### src/rtl/implication_queue_pkg.sv
// Shared sizing constants for the BCP implication queue.
//   MAX_VARS_BITS  : width of a variable index
//   VAR_PER_CLAUSE : literals per clause seen by the unit-clause evaluator
//   IMPL_Q_DEPTH   : default number of pending-implication entries
package implication_queue_pkg;

  localparam int unsigned MAX_VARS_BITS  = 8;
  localparam int unsigned VAR_PER_CLAUSE = 3;
  localparam int unsigned IMPL_Q_DEPTH   = 8;

endpackage

### src/rtl/impl_match_cam.sv
// Combinational match of an incoming implication against all pending entries.
//   valid_mask   : which entries hold a pending implication
//   entry_vars   : packed entry variables, entry i at [i*VAR_BITS +: VAR_BITS]
//   entry_vals   : entry values
//   in_var/in_val: incoming implication
//   hit_same     : some valid entry has the same variable and value
//   hit_opposite : some valid entry has the same variable, opposite value
module impl_match_cam #(
  parameter int unsigned DEPTH    = 8,
  parameter int unsigned VAR_BITS = 8
) (
  input  logic [DEPTH-1:0]          valid_mask,
  input  logic [DEPTH*VAR_BITS-1:0] entry_vars,
  input  logic [DEPTH-1:0]          entry_vals,
  input  logic [VAR_BITS-1:0]       in_var,
  input  logic                      in_val,
  output logic                      hit_same,
  output logic                      hit_opposite
);

  always_comb begin
    hit_same     = 1'b0;
    hit_opposite = 1'b0;
    for (int i = 0; i < int'(DEPTH); i++) begin
      if (valid_mask[i] && (entry_vars[i*VAR_BITS +: VAR_BITS] == in_var)) begin
        if (entry_vals[i] == in_val) begin
          hit_same = 1'b1;
        end else begin
          hit_opposite = 1'b1;
        end
      end
    end
  end

endmodule

### src/rtl/implication_queue.sv
// FIFO of pending implications between the unit-clause evaluator and the trail.
// Duplicates of pending implications are absorbed; an opposite-polarity
// implication of a pending variable raises a sticky conflict that freezes the
// queue until flush.
//   clock, reset     : rising-edge clock, asynchronous active-high reset
//   flush            : synchronous clear on backtrack (beats push and pop)
//   in_valid/in_var/in_val/in_ready     : implication input handshake
//   out_valid/out_var/out_val/out_ready : head-of-queue output handshake
//   conflict, conflict_var              : sticky conflict and its variable
//   count                                : number of pending entries
module implication_queue
  import implication_queue_pkg::*;
#(
  parameter int unsigned DEPTH    = IMPL_Q_DEPTH,
  parameter int unsigned VAR_BITS = MAX_VARS_BITS
) (
  input  logic                     clock,
  input  logic                     reset,
  input  logic                     flush,
  input  logic                     in_valid,
  input  logic [VAR_BITS-1:0]      in_var,
  input  logic                     in_val,
  output logic                     in_ready,
  output logic                     out_valid,
  output logic [VAR_BITS-1:0]      out_var,
  output logic                     out_val,
  input  logic                     out_ready,
  output logic                     conflict,
  output logic [VAR_BITS-1:0]      conflict_var,
  output logic [$clog2(DEPTH):0]   count
);

  localparam int unsigned PTR_W = $clog2(DEPTH);
  localparam int unsigned CNT_W = PTR_W + 1;

  logic [DEPTH-1:0][VAR_BITS-1:0] vars_q;
  logic [DEPTH-1:0]               vals_q;
  logic [DEPTH-1:0]               valid_q;
  logic [PTR_W-1:0]               head_q, tail_q;
  logic [CNT_W-1:0]               count_q, count_d;
  logic                           conflict_q;
  logic [VAR_BITS-1:0]            conflict_var_q;

  logic full, empty, push, pop, write;
  logic hit_same, hit_opposite;

  impl_match_cam #(
    .DEPTH    (DEPTH),
    .VAR_BITS (VAR_BITS)
  ) u_cam (
    .valid_mask   (valid_q),
    .entry_vars   (vars_q),
    .entry_vals   (vals_q),
    .in_var       (in_var),
    .in_val       (in_val),
    .hit_same     (hit_same),
    .hit_opposite (hit_opposite)
  );

  assign full  = (count_q == CNT_W'(DEPTH));
  assign empty = (count_q == '0);

  // in_ready ignores out_ready: no push into a full queue even when popping.
  // Gating with reset keeps the input closed while the queue is held in reset.
  assign in_ready  = !full && !conflict_q && !reset;
  assign out_valid = !empty && !conflict_q;

  assign push  = in_valid && in_ready;
  assign pop   = out_valid && out_ready;
  // The CAM still sees the head being popped, so a repeat of it is dropped.
  assign write = push && !hit_same && !hit_opposite;

  assign out_var      = vars_q[head_q];
  assign out_val      = vals_q[head_q];
  assign conflict     = conflict_q;
  assign conflict_var = conflict_var_q;
  assign count        = count_q;

  always_comb begin
    count_d = count_q;
    if (write && !pop) begin
      count_d = count_q + CNT_W'(1);
    end else if (!write && pop) begin
      count_d = count_q - CNT_W'(1);
    end
  end

  always_ff @(posedge clock or posedge reset) begin
    if (reset) begin
      vars_q         <= '0;
      vals_q         <= '0;
      valid_q        <= '0;
      head_q         <= '0;
      tail_q         <= '0;
      count_q        <= '0;
      conflict_q     <= 1'b0;
      conflict_var_q <= '0;
    end else if (flush) begin
      valid_q        <= '0;
      head_q         <= '0;
      tail_q         <= '0;
      count_q        <= '0;
      conflict_q     <= 1'b0;
      conflict_var_q <= '0;
    end else begin
      // write and pop never target the same slot: a write needs !full and a
      // pop needs !empty, so tail != head whenever both happen.
      if (write) begin
        vars_q[tail_q]  <= in_var;
        vals_q[tail_q]  <= in_val;
        valid_q[tail_q] <= 1'b1;
        tail_q          <= tail_q + PTR_W'(1);
      end
      if (pop) begin
        valid_q[head_q] <= 1'b0;
        head_q          <= head_q + PTR_W'(1);
      end
      count_q <= count_d;
      if (push && hit_opposite) begin
        conflict_q     <= 1'b1;
        conflict_var_q <= in_var;
      end
    end
  end

endmodule

### config.mk
export PLATFORM = sky130hd
export DESIGN_NAME = implication_queue
export DESIGN_NICKNAME = d
export VERILOG_FILES = /design/src/rtl/implication_queue_pkg.sv /design/src/rtl/impl_match_cam.sv /design/src/rtl/implication_queue.sv
export SDC_FILE = /design/constraint.sdc
export NUM_CORES = 1
export LEC_CHECK = 0
export CORE_UTILIZATION = 35
export CTS_BUF_LIST = sky130_fd_sc_hd__clkbuf_8
export CTS_CLUSTER_DIAMETER = 50
export DETAILED_ROUTE_END_ITERATION = 12
export PLACE_DENSITY = 0.63
export SLEW_MARGIN = 40
export SYNTH_ARGS = -nofsm -noshare
export SYNTH_HDL_FRONTEND = slang
export SYNTH_SLANG_ARGS = --single-unit
### constraint.sdc
create_clock -name clock -period 9.8 [get_ports clock]
set_input_delay 1.96 -clock clock [delete_from_list [all_inputs] [get_ports clock]]
set_output_delay 1.96 -clock clock [all_outputs]
set_load 0.05 [all_outputs]
=== Word-level counts from Yosys, hierarchy flattened ===
Cells that the tools add are included.

* Add/subtract/negate cells: 4
* Equality and inequality tests: 17
* Magnitude comparators: 4
* Bitwise operators: 4
* Multiplexer cells: 59
* Reduce and logical (&&, ||, !) cells: 34

{| class="wikitable"
|+ Operator list
! operator !! count
|-
| bitwise mux 64 bit || 1
|-
| == test 8 bit || 8
|-
| two-way mux 8 bit || 8
|-
| two-way mux 1 bit || 37
|-
| binary-select mux 8 bit (select 3 bit) || 1
|-
| demux 8 bit (select 3 bit) || 1
|-
| logical AND 1 bit || 20
|-
| two-way mux 3 bit || 4
|-
| two-way mux 4 bit || 3
|-
| AND 8 bit || 1
|-
| bitwise mux 8 bit || 1
|-
| == test 1 bit || 8
|-
| zero test 1 bit || 8
|-
| less-than comparator 3 x 4 -> 1 bit (second input constant) || 2
|-
| NOT 8 bit || 1
|-
| OR 8 bit || 1
|-
| adder 3 x 1 -> 3 bit (second input constant) || 2
|-
| demux 1 bit (select 3 bit) || 2
|-
| >= comparator 3 x 1 -> 1 bit (second input constant) || 2
|-
| nonzero test 2 bit || 3
|-
| adder 4 x 1 -> 4 bit (second input constant) || 1
|-
| == test 4 bit (second input constant) || 1
|-
| zero test 4 bit || 1
|-
| subtractor 4 x 1 -> 4 bit (second input constant) || 1
|-
| other kinds (4) || 4
|}

* Register bits: 99
* Logic and storage cells: 137
* Input bits: 14
* Output and inout bits: 24

=== Longest topological paths before layout ===
Gate-level depths: netlist of run 1.

* Depth after elaboration: 25
* Gate-level depth with buffers: 16
* Mapped depth without buffers: 14

=== Cells and area by module ===
A second synthesis of run 1 with hierarchy kept.

* Cell total of the unflattened synthesis: 439
* Area total of the unflattened synthesis: 5778.0 µm²

{| class="wikitable"
|+ By module, submodules not included
! module !! times used !! area each (µm²) !! cells an instance !! sequential area each (µm²)
|-
| implication_queue || 1 || 4793.3 || 312 || 2477.4
|-
| impl_match_cam || 1 || 984.7 || 127 || 0.0
|}

=== Worst setup path after synthesis of run 1 ===
No wires, ideal clock.

* Path kind: input -> register
* Start: input port reset
* End: register count_q[3], in the netlist count[3]
* Data required time: 9.675 ns
* Slack: 4.688 ns
* Arrival time: 4.988 ns
* Library setup time: 0.125 ns
* Buffers on the path: 0
* Cell stages on the path: 12
* Cell sequence: a211oi_2 > nand2_2 > or4_1 > a2bb2oi_1 > a21oi_4 > nand3_1 > ha_1 > a21o_1 > a21oi_1 > nor2_1 > a31oi_1 > mux2_2

* Word-level cells in the longest chain between the ends: 8
* Elaborated cells between the ends (all ways): 11
* Those cells by class: mux: 2; reduce/logical: 9

{| class="wikitable"
|+ Ends and longest elaborated chain
! element !! RTL line !! text
|-
| start: declaration || implication_queue.sv:18 || <nowiki>input logic reset,</nowiki>
|-
| zero test 1 bit (no source line) (*) || -- ||
|-
| logical AND 1 bit (*) || implication_queue.sv:65 || <nowiki>assign in_ready = !full && !conflict_q && !reset;</nowiki>
|-
| logical AND 1 bit (*) || implication_queue.sv:68 || <nowiki>assign push = in_valid && in_ready;</nowiki>
|-
| logical AND 1 bit (*) (2 in a row) || implication_queue.sv:71 || <nowiki>assign write = push && !hit_same && !hit_opposite;</nowiki>
|-
| logical AND 1 bit / zero test 1 bit (equally long branches) || implication_queue.sv:81, implication_queue.sv:83 ||
|-
| two-way mux 4 bit / logical AND 1 bit (equally long branches) || implication_queue.sv:81, implication_queue.sv:83 ||
|-
| two-way mux 4 bit / nonzero test 3 bit (equally long branches) || -- ||
|-
| end signal: assignment || implication_queue.sv:118 || <nowiki>count_q <= count_d;</nowiki>
|-
| end: declaration || implication_queue.sv:40 || <nowiki>logic [CNT_W-1:0] count_q, count_d;</nowiki>
|}

Every way passes the cells marked *; elsewhere a longest branch is shown, timed or not.
A chain may end at the register's enable or synchronous reset.

=== Worst setup path in the final report of run 1 ===
* Start: input port in_var[5]
* End: register count_q[3], in the netlist count[3]

* Word-level cells in the longest chain between the ends: 23
* Elaborated cells between the ends (all ways): 56
* Those cells by class: eq/ne: 8; mux: 32; reduce/logical: 16

{| class="wikitable"
|+ Ends and longest elaborated chain
! element !! RTL line !! text
|-
| start: declaration || implication_queue.sv:21 || <nowiki>input logic [VAR_BITS-1:0] in_var,</nowiki>
|-
| == test 8 bit || impl_match_cam.sv:25 || <nowiki>if (valid_mask[i] && (entry_vars[i*VAR_BITS +: VAR_BITS] == in_var)) begin</nowiki>
|-
| logical AND 1 bit || impl_match_cam.sv:25 ||
|-
| two-way mux 1 bit || impl_match_cam.sv:25 ||
|-
| two-way mux 1 bit || impl_match_cam.sv:26 || <nowiki>if (entry_vals[i] == in_val) begin</nowiki>
|-
| two-way mux 1 bit || impl_match_cam.sv:25 ||
|-
| two-way mux 1 bit || impl_match_cam.sv:26 ||
|-
| two-way mux 1 bit || impl_match_cam.sv:25 ||
|-
| two-way mux 1 bit || impl_match_cam.sv:26 ||
|-
| (+7 left out) || -- ||
|-
| two-way mux 1 bit || impl_match_cam.sv:26 ||
|-
| two-way mux 1 bit || impl_match_cam.sv:25 ||
|-
| zero test 1 bit || implication_queue.sv:71 ||
|-
| logical AND 1 bit || implication_queue.sv:71 ||
|-
| logical AND 1 bit (*) || implication_queue.sv:71 ||
|-
| logical AND 1 bit / zero test 1 bit (equally long branches) || implication_queue.sv:81, implication_queue.sv:83 ||
|-
| two-way mux 4 bit / logical AND 1 bit (equally long branches) || implication_queue.sv:81, implication_queue.sv:83 ||
|-
| two-way mux 4 bit / nonzero test 3 bit (equally long branches) || -- ||
|}

Marked as above.

==> flow_summary.json, run 1 <==
{
  "avgSynthCellArea_um2": 12.7,
  "worst_setup_path_end_kind": "register",
  "clockBufferDepth": 2,
  "numCtsBuffers": 9,
  "vias": 3818,
  "syn_area_um2": 6080,
  "place_congestion": 0.909,
  "rows": 47,
  "synth.largest_area_cell": "dfrtp_1",
  "min_period_over_period_pct": 57.8,
  "area_growth_pct": 9.64,
  "finalHoldViolCount": 0,
  "clk_latency_ps": 400,
  "synth-seq-cells": 99,
  "grt_max_degree": 54,
  "viasPerCell": 5.32,
  "worst_r2r_path_depth": 13,
  "drc": 0,
  "synthesis.nets": 499,
  "ys_types": 45,
  "drive_gt1_share_pct": 28.4,
  "worst_slew_pin_slew_ps": 832,
  "drt_iter0_markers": 268,
  "dpl.hpwl_mm": 11.2,
  "layout_min_cycle_time_ps": 5660,
  "maxCapViolCount": 0,
  "yosysMostFrequentCell": "dfrtp_1",
  "power.leakage_nw": 2.93,
  "synth_edf_count": 0,
  "arrival_ps": 5940,
  "synthCells": 480,
  "grt_pass1_wl_mm": 24.8,
  "clock.fmax_ghz": 0.177,
  "insertedDiodeCount": 0,
  "grt_pass1_vias": 3895,
  "grt-ovfl-total": 0,
  "first_pass_iters": 4,
  "finalMaxSlewViolations": 0,
  "power_density_nw_per_um2": 185,
  "yosys-top-cells-area": "dfrtp_1, mux2_4, xnor2_1",
  "grt_util_all_layers_pct": 19.0,
  "start_kind": "primary input",
  "ioPinCount": 38,
  "synth_top_area_share_pct": 40.8,
  "dpl_worst_slack_ps": 3760,
  "postRouteWirelength_mm": 16.1,
  "post_cts_resized": 0,
  "port_buffers": 37,
  "cts_root_buffer": "clkbuf_8",
  "whs_ps": 543,
  "setup_ws_ps": 4140,
  "core_area_um2": 16800,
  "seq_area_frac_synth_pct": 40.8,
  "status": "complete, no violations",
  "clk_pin_slew_ps": 110,
  "cp_data_required_time_ps": 10080,
  "cts_tree": "yes",
  "async_flop_share_pct": 100,
  "initial_core_util_pct": 36.3,
  "peakVddDrop_mv": 0.0716,
  "crit_path_max_fanout": 17,
  "worstHoldPathType": "reg -> reg",
  "final_nets": 511,
  "setup_violations": 0,
  "dieArea_um2": 17900,
  "die_h_um": 134,
  "relSlewSlack_pct": 44.4,
  "wl_per_cell_um": 22.4,
  "synth_ff_type": "dfrtp_1",
  "yosysWarnings": 0,
  "fp.dieW_um": 134,
  "htreeDepth": 3,
  "rsz0062_at_grt": "false",
  "fin_worst_skew_ps": 20.8,
  "clock-sinks": 99,
  "postCtsSetupBuffers": 0,
  "drt.antenna.violating_nets": 0,
  "postCtsHoldBufs": 0,
  "critical_path_class": "in -> reg",
  "antenna_found_initial": 0,
  "synth_common_cells": "dfrtp_1, mux2_4, xnor2_1",
  "finalSetupTns_ps": 0,
  "hold_depth": 2
}
[cells in the final DEF (no fill, tap or decap), types with 14 or more instances in the layout]
cell type,synthesis,routed
clkdlybuf4s50_1,0,36
dfrtp_1,99,97
mux2_4,72,72
mux4_2,18,18
nand2_1,14,14
nand3_1,14,14
nor2_1,27,27
nor3_1,16,16
xnor2_1,52,52
xor2_1,18,18
[sequential cells by signal (all words and copies together) (netlist names)]
| signal | flops |
|---|---|
| count | 4 |
| vars_q | 64 |
| conflict | 1 |
| head_q | 3 |
| valid_q | 8 |
| conflict_var | 8 |
| vals_q | 8 |
| tail_q | 3 |
[final cells by class]
class                           count  area, um^2
Fill cell                        1595       10100
Multi-Input combinational cell    332        3280
Sequential cell                    99        2480
Timing Repair Buffer               40         388
Tap cell                          220         275
Clock buffer                        9         124
Clock inverter                      7        75.1
Inverter                           10        40.0
[layer usage]
layer	part of all wire [%]	vias to the layer above	GRT usage, %
met3	5.7	18	4.07
met4	2.0	0	6.31
met1	46	1988	27.2
met2	46	84	28.5
li1	-	1728	-
met5	0	-	0
[where the power goes]
part | internal (mW) | switching (mW) | leakage (nW)
Combinational | 0.197 | 0.265 | 1.47
Sequential | 0.445 | 0.0482 | 1.35
Clock | 0.120 | 0.158 | 0.103
[through the flow]
step                      cells  power [mW]  instance area [um^2]  util, %
final                       717        1.23                  6660     39.7
after global routing        717        1.29                  6660     39.7
after CTS                   717        1.25                  6670     39.8
after detailed placement    701       0.966                  6470     38.6
after global placement      701       0.962                  6460     38.6
after floorplan             480       0.828                  6080        -
[kinds of logic after synthesis]
group | Yosys count | share of synthesized area [%]
simple gates | 114 | 10.4
mux | 112 | 28.4
flops | 99 | 40.8
xor+xnor | 70 | 10.1
buf+inv | 49 | 5.25
compound gates | 31 | 3.97
fa+ha+maj | 5 | 1.15
[final timing paths]
| kind | slack (ps) | from | endpoint |
|---|---|---|---|
| setup / recovery | 4140 | in_var[5] | count[3] |
| hold / removal | 540 | conflict_var[3] | conflict_var[3] |
| setup reg to reg | 6270 | vars_q[37] | count[3] |
| hold reg to reg | 540 | conflict_var[3] | conflict_var[3] |
| max in group asynchronous | 6610 | reset | vars_q[40] |
| min in group asynchronous | 2030 | reset | conflict |
[critical path, cell delays in order]
cell and delay [ps]:
clkdlybuf4s50_1 790, xnor2_1 420, nand4_1 260, or4_1 560
o211a_1 160, a32oi_1 300, nor2_4 120, nand3_1 150
ha_1 250, a21o_1 170, a21oi_1 170, nor2_1 60
a31oi_1 210, mux2_2 360
Note: power is estimated with default switching activity, not from simulation.
==> run 2, diff against run 1 <==
Settings changed: PLACE_DENSITY 0.63 to 0.65.
Clock period 9.8 ns to 5.2 ns, I/O delays scaled along.
==> run 2 against run 1 <==
  * Worst setup slack worse by 3400 ps
  * Critical endpoint unchanged
  * Non-clock buffer count up 13
  * Clock power up 72%
  * Core utilization up 0.52 points
  * Highest routed layer unchanged
  * Hold slack worse by 3.9 ps
  * Final cell count up 1.8%
  * Sequential cell count unchanged
==> flow_summary.json, run 2 (synthesis gave the netlist of run 1 again) <==
{
  "layout_min_cycle_time_ps": 4420,
  "vias": 3766,
  "grt_pass1_vias": 3996,
  "place_congestion": 0.847,
  "dieArea_um2": 17900,
  "initial_core_util_pct": 36.3,
  "r2r_slack_ps": 1830,
  "drt_iter0_markers": 177,
  "relSlewSlack_pct": 54.8,
  "power_density_nw_per_um2": 337,
  "post_cts_resized": 0,
  "drc": 0,
  "crit_path_max_fanout": 11,
  "utilization_pct": 40.3,
  "r2r-end": "count[3]",
  "finalMaxSlewViolations": 0,
  "final_cell_mix": "dfrtp_1, mux2_4, xnor2_1, clkdlybuf4s50_1, nor2_1",
  "drive_gt1_share_pct": 30.0,
  "dpl.hpwl_mm": 10.2,
  "cts_tree": "yes",
  "nFillCells": 1556,
  "clk_latency_ps": 390,
  "grt-ovfl-total": 0,
  "first_pass_iters": 4,
  "min_period_over_period_pct": 85.0,
  "area_growth_pct": 11.1,
  "min_to": "conflict_var[0]",
  "ioPinCount": 38,
  "power.leakage_nw": 2.98,
  "clock-sinks": 99,
  "cts_root_buffer": "clkbuf_8",
  "clock.fmax_ghz": 0.226,
  "antenna_found_initial": 0,
  "htreeDepth": 3,
  "grt_util_all_layers_pct": 17.1,
  "final_common_cell": "dfrtp_1",
  "worstHoldPathType": "reg -> reg",
  "finalSetupTns_ps": 0,
  "total_power_mw": 2.28,
  "clockBufferDepth": 2,
  "postCtsSetupBuffers": 0,
  "postCtsHoldBufs": 0,
  "timing.rr.start": "vars_q[29]",
  "fp.dieW_um": 134,
  "status": "complete, no violations",
  "rows": 47,
  "core_area_um2": 16800,
  "cp_data_required_time_ps": 5480,
  "worst_slew_pin_slew_ps": 678,
  "start_kind": "primary input",
  "numCtsBuffers": 9,
  "grt_max_degree": 70,
  "peakVddDrop_mv": 0.116,
  "final_nets": 524,
  "insertedDiodeCount": 0,
  "fin_worst_skew_ps": 11.5,
  "hp-start": "conflict_var[0]",
  "hold_depth": 2,
  "clk_pin_slew_ps": 100,
  "worst_setup_path_end_kind": "register",
  "drt.antenna.violating_nets": 0,
  "rsz0062_at_grt": "false",
  "critical_path_class": "in -> reg",
  "placedCellCount": 714,
  "die_h_um": 134,
  "maxCapViolCount": 0,
  "setup_violations": 0,
  "largest_register_ffs": 64,
  "wl_per_cell_um": 19.5,
  "finalHoldViolCount": 0,
  "port_buffers": 37,
  "largest-register": "vars_q",
  "arrival_ps": 4700,
  "postRouteWirelength_mm": 14.2,
  "worst_r2r_path_depth": 13,
  "viasPerCell": 5.16,
  "final_cells": 730,
  "grt_pass1_wl_mm": 22.9
}
run 2: changes by cell type in the layout (fill, tap and decap cells not counted):
cell / change
dfrtp_2: -1
inv_6: +1
clkdlybuf4s50_1: +1
inv_1: -1
buf_4: +13
inv_4: -1
bufinv_16: -1
clkinv_4: +2
dfrtp_1: +1
buf_2: -1
run 2: through the flow:
stage | area (um^2) | setup WS [ps] | hold WS [ps]
global placement | 6560 | 490 | 508
CTS | 6750 | 825 | 545
global route | 6750 | 626 | 571
floorplan | 6080 | 1010 | 477
finish | 6750 | 781 | 539
detailed placement | 6570 | 423 | 516
run 2: critical path: stages:
cell             delay (ps)
clkdlybuf4s50_1         720
buf_4                   330
xor2_1                  160
nor3_1                  310
nand4_1                 150
o211a_1                 260
a32oi_1                 320
nor2_4                   70
nand3_1                 140
ha_1                    240
a21o_1                  170
a21oi_1                 170
nor2_1                   60
a31oi_1                 190
mux2_2                  350
run 2: report_power, final:
group	internal (mW)	total, mW	switching, mW	leakage [nW]
sequential	0.839	0.924	0.0853	1.35
combinational	0.378	0.870	0.492	1.54
clock	0.181	0.481	0.300	0.0921
total	1.40	2.28	0.878	2.98
run 2: worst max path at each step:
stage / from / endpoint / slack (ps) / cells past startpoint
final: in_var[1] / count[3] / 780 / 15
after global routing: in_var[1] / count[3] / 630 / 15
after CTS: in_var[1] / count[3] / 820 / 15
after detailed placement: in_var[1] / count[3] / 420 / 15
after global placement: in_var[0] / count[3] / 490 / 15
after floorplan: reset / count[3] / 1010 / 12
run 2: per-layer routing:
metal | global-route usage (%) | share of wire (%) | vias up
li1 | - | - | 1757
met1 | 22.5 | 45 | 1920
met2 | 28.1 | 50 | 71
met3 | 3.04 | 3.0 | 18
met4 | 5.93 | 2.0 | 0
met5 | 0 | 0 | -
run 2: layout make-up:
type                    instances  area, um^2  area share, %
clock buffers                   9         124           1.84
inverters                      10        42.5          0.630
repair buffers                 53         490           7.27
well taps                     220         275           4.08
flip-flops and latches         99        2480           36.7
clock inverters                 7        58.8          0.871
multi-input cells             332        3280           48.6
==> run 3, diff against run 2 <==
Clock period 5.2 ns to 3.9 ns, I/O delays scaled along.
==> run 3 against run 2 <==
  * Global-route usage increased by 0.67 points
  * Sequential cell count stayed put
  * First-iteration DRC count increased by 61%
  * Worst setup slack worse by 610 ps
  * Critical path type unchanged
  * Critical path depth up 1
  * Register-to-register slack lost 1100 ps
  * Combinational power up 43%
  * Non-clock buffer count up 34
  * Clock-buffer cell count rose by 1
==> flow_summary.json, run 3 (synthesis gave the netlist of run 1 again) <==
{
  "insertedDiodeCount": 0,
  "drc": 0,
  "antenna_found_initial": 0,
  "grt_pass1_vias": 4217,
  "start_kind": "primary input",
  "cpLargestDelayFamily": "compound AO/OA/AOI/OAI gates",
  "nFillCells": 1560,
  "worst_setup_path_end_kind": "register",
  "largest-register": "vars_q",
  "grt_pass1_wl_mm": 24.0,
  "clockBufferDepth": 2,
  "vias": 3974,
  "clock_power_share_pct": 23.7,
  "first_pass_iters": 5,
  "swShare_pct": 36.6,
  "finalHoldViolCount": 0,
  "worst_slew_pin_slew_ps": 653,
  "status": "complete, no violations",
  "cts_tree": "yes",
  "power_density_nw_per_um2": 449,
  "core_area_um2": 16800,
  "whs_ps": 533,
  "clock.fmax_ghz": 0.268,
  "final_nets": 558,
  "final_common_cell": "dfrtp_1",
  "min_period_over_period_pct": 95.6,
  "dpl.hpwl_mm": 10.6,
  "cts_root_buffer": "clkbuf_8",
  "power.leakage_nw": 3.26,
  "fp.dieW_um": 134,
  "hp-start": "conflict_var[2]",
  "critical_path_class": "in -> reg",
  "timing.rr.start": "vars_q[29]",
  "dpl_worst_slack_ps": -509,
  "relSlewSlack_pct": 56.3,
  "fin_area_um2": 7220,
  "critical_path.startpoint": "in_var[3]",
  "hold_depth": 2,
  "min_to": "conflict_var[2]",
  "r2r-end": "count[3]",
  "placedCellCount": 747,
  "crit_path_max_fanout": 10,
  "grt_max_degree": 100,
  "drive_gt1_share_pct": 37.2,
  "crit_slowest_cell": "clkdlybuf4s50_1",
  "die_h_um": 134,
  "drt_iter0_markers": 285,
  "final_cells": 763,
  "wl_per_cell_um": 19.4,
  "worst_r2r_path_depth": 13,
  "postCtsHoldBufs": 0,
  "layout_min_cycle_time_ps": 3730,
  "postRouteWirelength_mm": 14.8,
  "htreeDepth": 3,
  "ioPinCount": 38,
  "clk_pin_slew_ps": 100,
  "p_switching_mw": 1.18,
  "arrival_ps": 4010,
  "final-seq-area_um2": 2480,
  "dieArea_um2": 17900,
  "port_buffers": 37,
  "numCtsBuffers": 9,
  "drt.antenna.violating_nets": 0,
  "critPathBufInv": 3,
  "multi_input_area_um2": 3400,
  "setup_ws_ps": 170,
  "grt-ovfl-total": 0,
  "initial_core_util_pct": 36.3,
  "grt_util_all_layers_pct": 17.7,
  "fin_worst_skew_ps": 14.7,
  "clk_latency_ps": 390,
  "area_growth_pct": 18.8,
  "path_cells": "clkdlybuf4s50_1, buf_6, xor2_1, nor4_1, buf_4, and3_1, a311o_1, a2bb2oi_2, a21oi_4, nand3_2, ha_1, a21o_1, a21oi_2, nor2_1, a31oi_1, mux2_2",
  "final_cell_mix": "dfrtp_1, mux2_4, xnor2_1, buf_4, clkdlybuf4s50_1",
  "r2r_slack_ps": 710,
  "worstHoldPathType": "reg -> reg",
  "setup_violations": 0,
  "peakVddDrop_mv": 0.279,
  "finalSetupTns_ps": 0,
  "rows": 47,
  "viasPerCell": 5.21,
  "worst_path_largest_cell_delay_ps": 480,
  "cp_data_required_time_ps": 4180,
  "place_area_um2": 6860,
  "maxCapViolCount": 0,
  "pwr-share-seq_pct": 37.9,
  "place_congestion": 0.891,
  "largest_register_ffs": 64,
  "intPower_mw": 2.06,
  "combPwrFrac_pct": 38.4,
  "finalMaxSlewViolations": 0,
  "clock-sinks": 99
}
==> run 3: final cells by class <==
class / instances / area share, %
tap: 220 / 3.81
timing repair buffer: 87 / 11.2
clock buffer: 10 / 1.91
clock inverter: 5 / 1.18
sequential: 99 / 34.3
inverter: 10 / 0.555
multi-input combinational: 332 / 47.1
==> run 3: stage by stage <==
step                utilization (%)  total power [mW]
global placement               40.9              2.46
global route                   43.1              3.39
CTS                            42.3              3.25
finish                         43.1              3.24
detailed placement             40.9              2.48
floorplan                         -              2.09
==> run 3: metal layers <==
metal | GRT usage, % | routed length [um] | share of wire (%) | vias to the layer above
met1 | 23.5 | 6670 | 45 | 2046
met2 | 29.3 | 7450 | 50 | 95
met4 | 4.86 | 168 | 1.1 | 0
met5 | 0 | 0 | 0 | -
li1 | - | - | - | 1823
met3 | 3.58 | 532 | 3.6 | 10
==> run 3: power groups by stage <==
stage	Combinational (mW)	Sequential [mW]	Clock (mW)
3_3_place_gp	1.22	1.24	0
2_1_floorplan	0.825	1.26	0
4_1_cts	1.24	1.23	0.783
5_1_grt	1.32	1.24	0.826
3_5_place_dp	1.23	1.24	0
6_report	1.24	1.23	0.768
==> run 3: repair_timing <==
item / CTS / global route
pin swaps: 0 / 5
setup endpoints to repair: 1 / 2
resized for setup: 2 / 24
setup buffers: 0 / 1
endpoints found under the hold margin: 0 / 0
==> run 3: worst max path at each step <==
stage          endpoint  slack [ps]  cells past startpoint
6_report       count[3]         170                     16
2_1_floorplan  count[3]          90                     13
5_1_grt        count[3]         -10                     15
4_1_cts        count[3]          10                     16
3_3_place_gp   count[3]        -470                     14
3_5_place_dp   count[3]        -510                     14
==> run 3: worst min-delay path: stages, from the launching register on <==
cell and delay [ps]:
dfrtp_1 360, mux2i_1 70, nor2_1 80
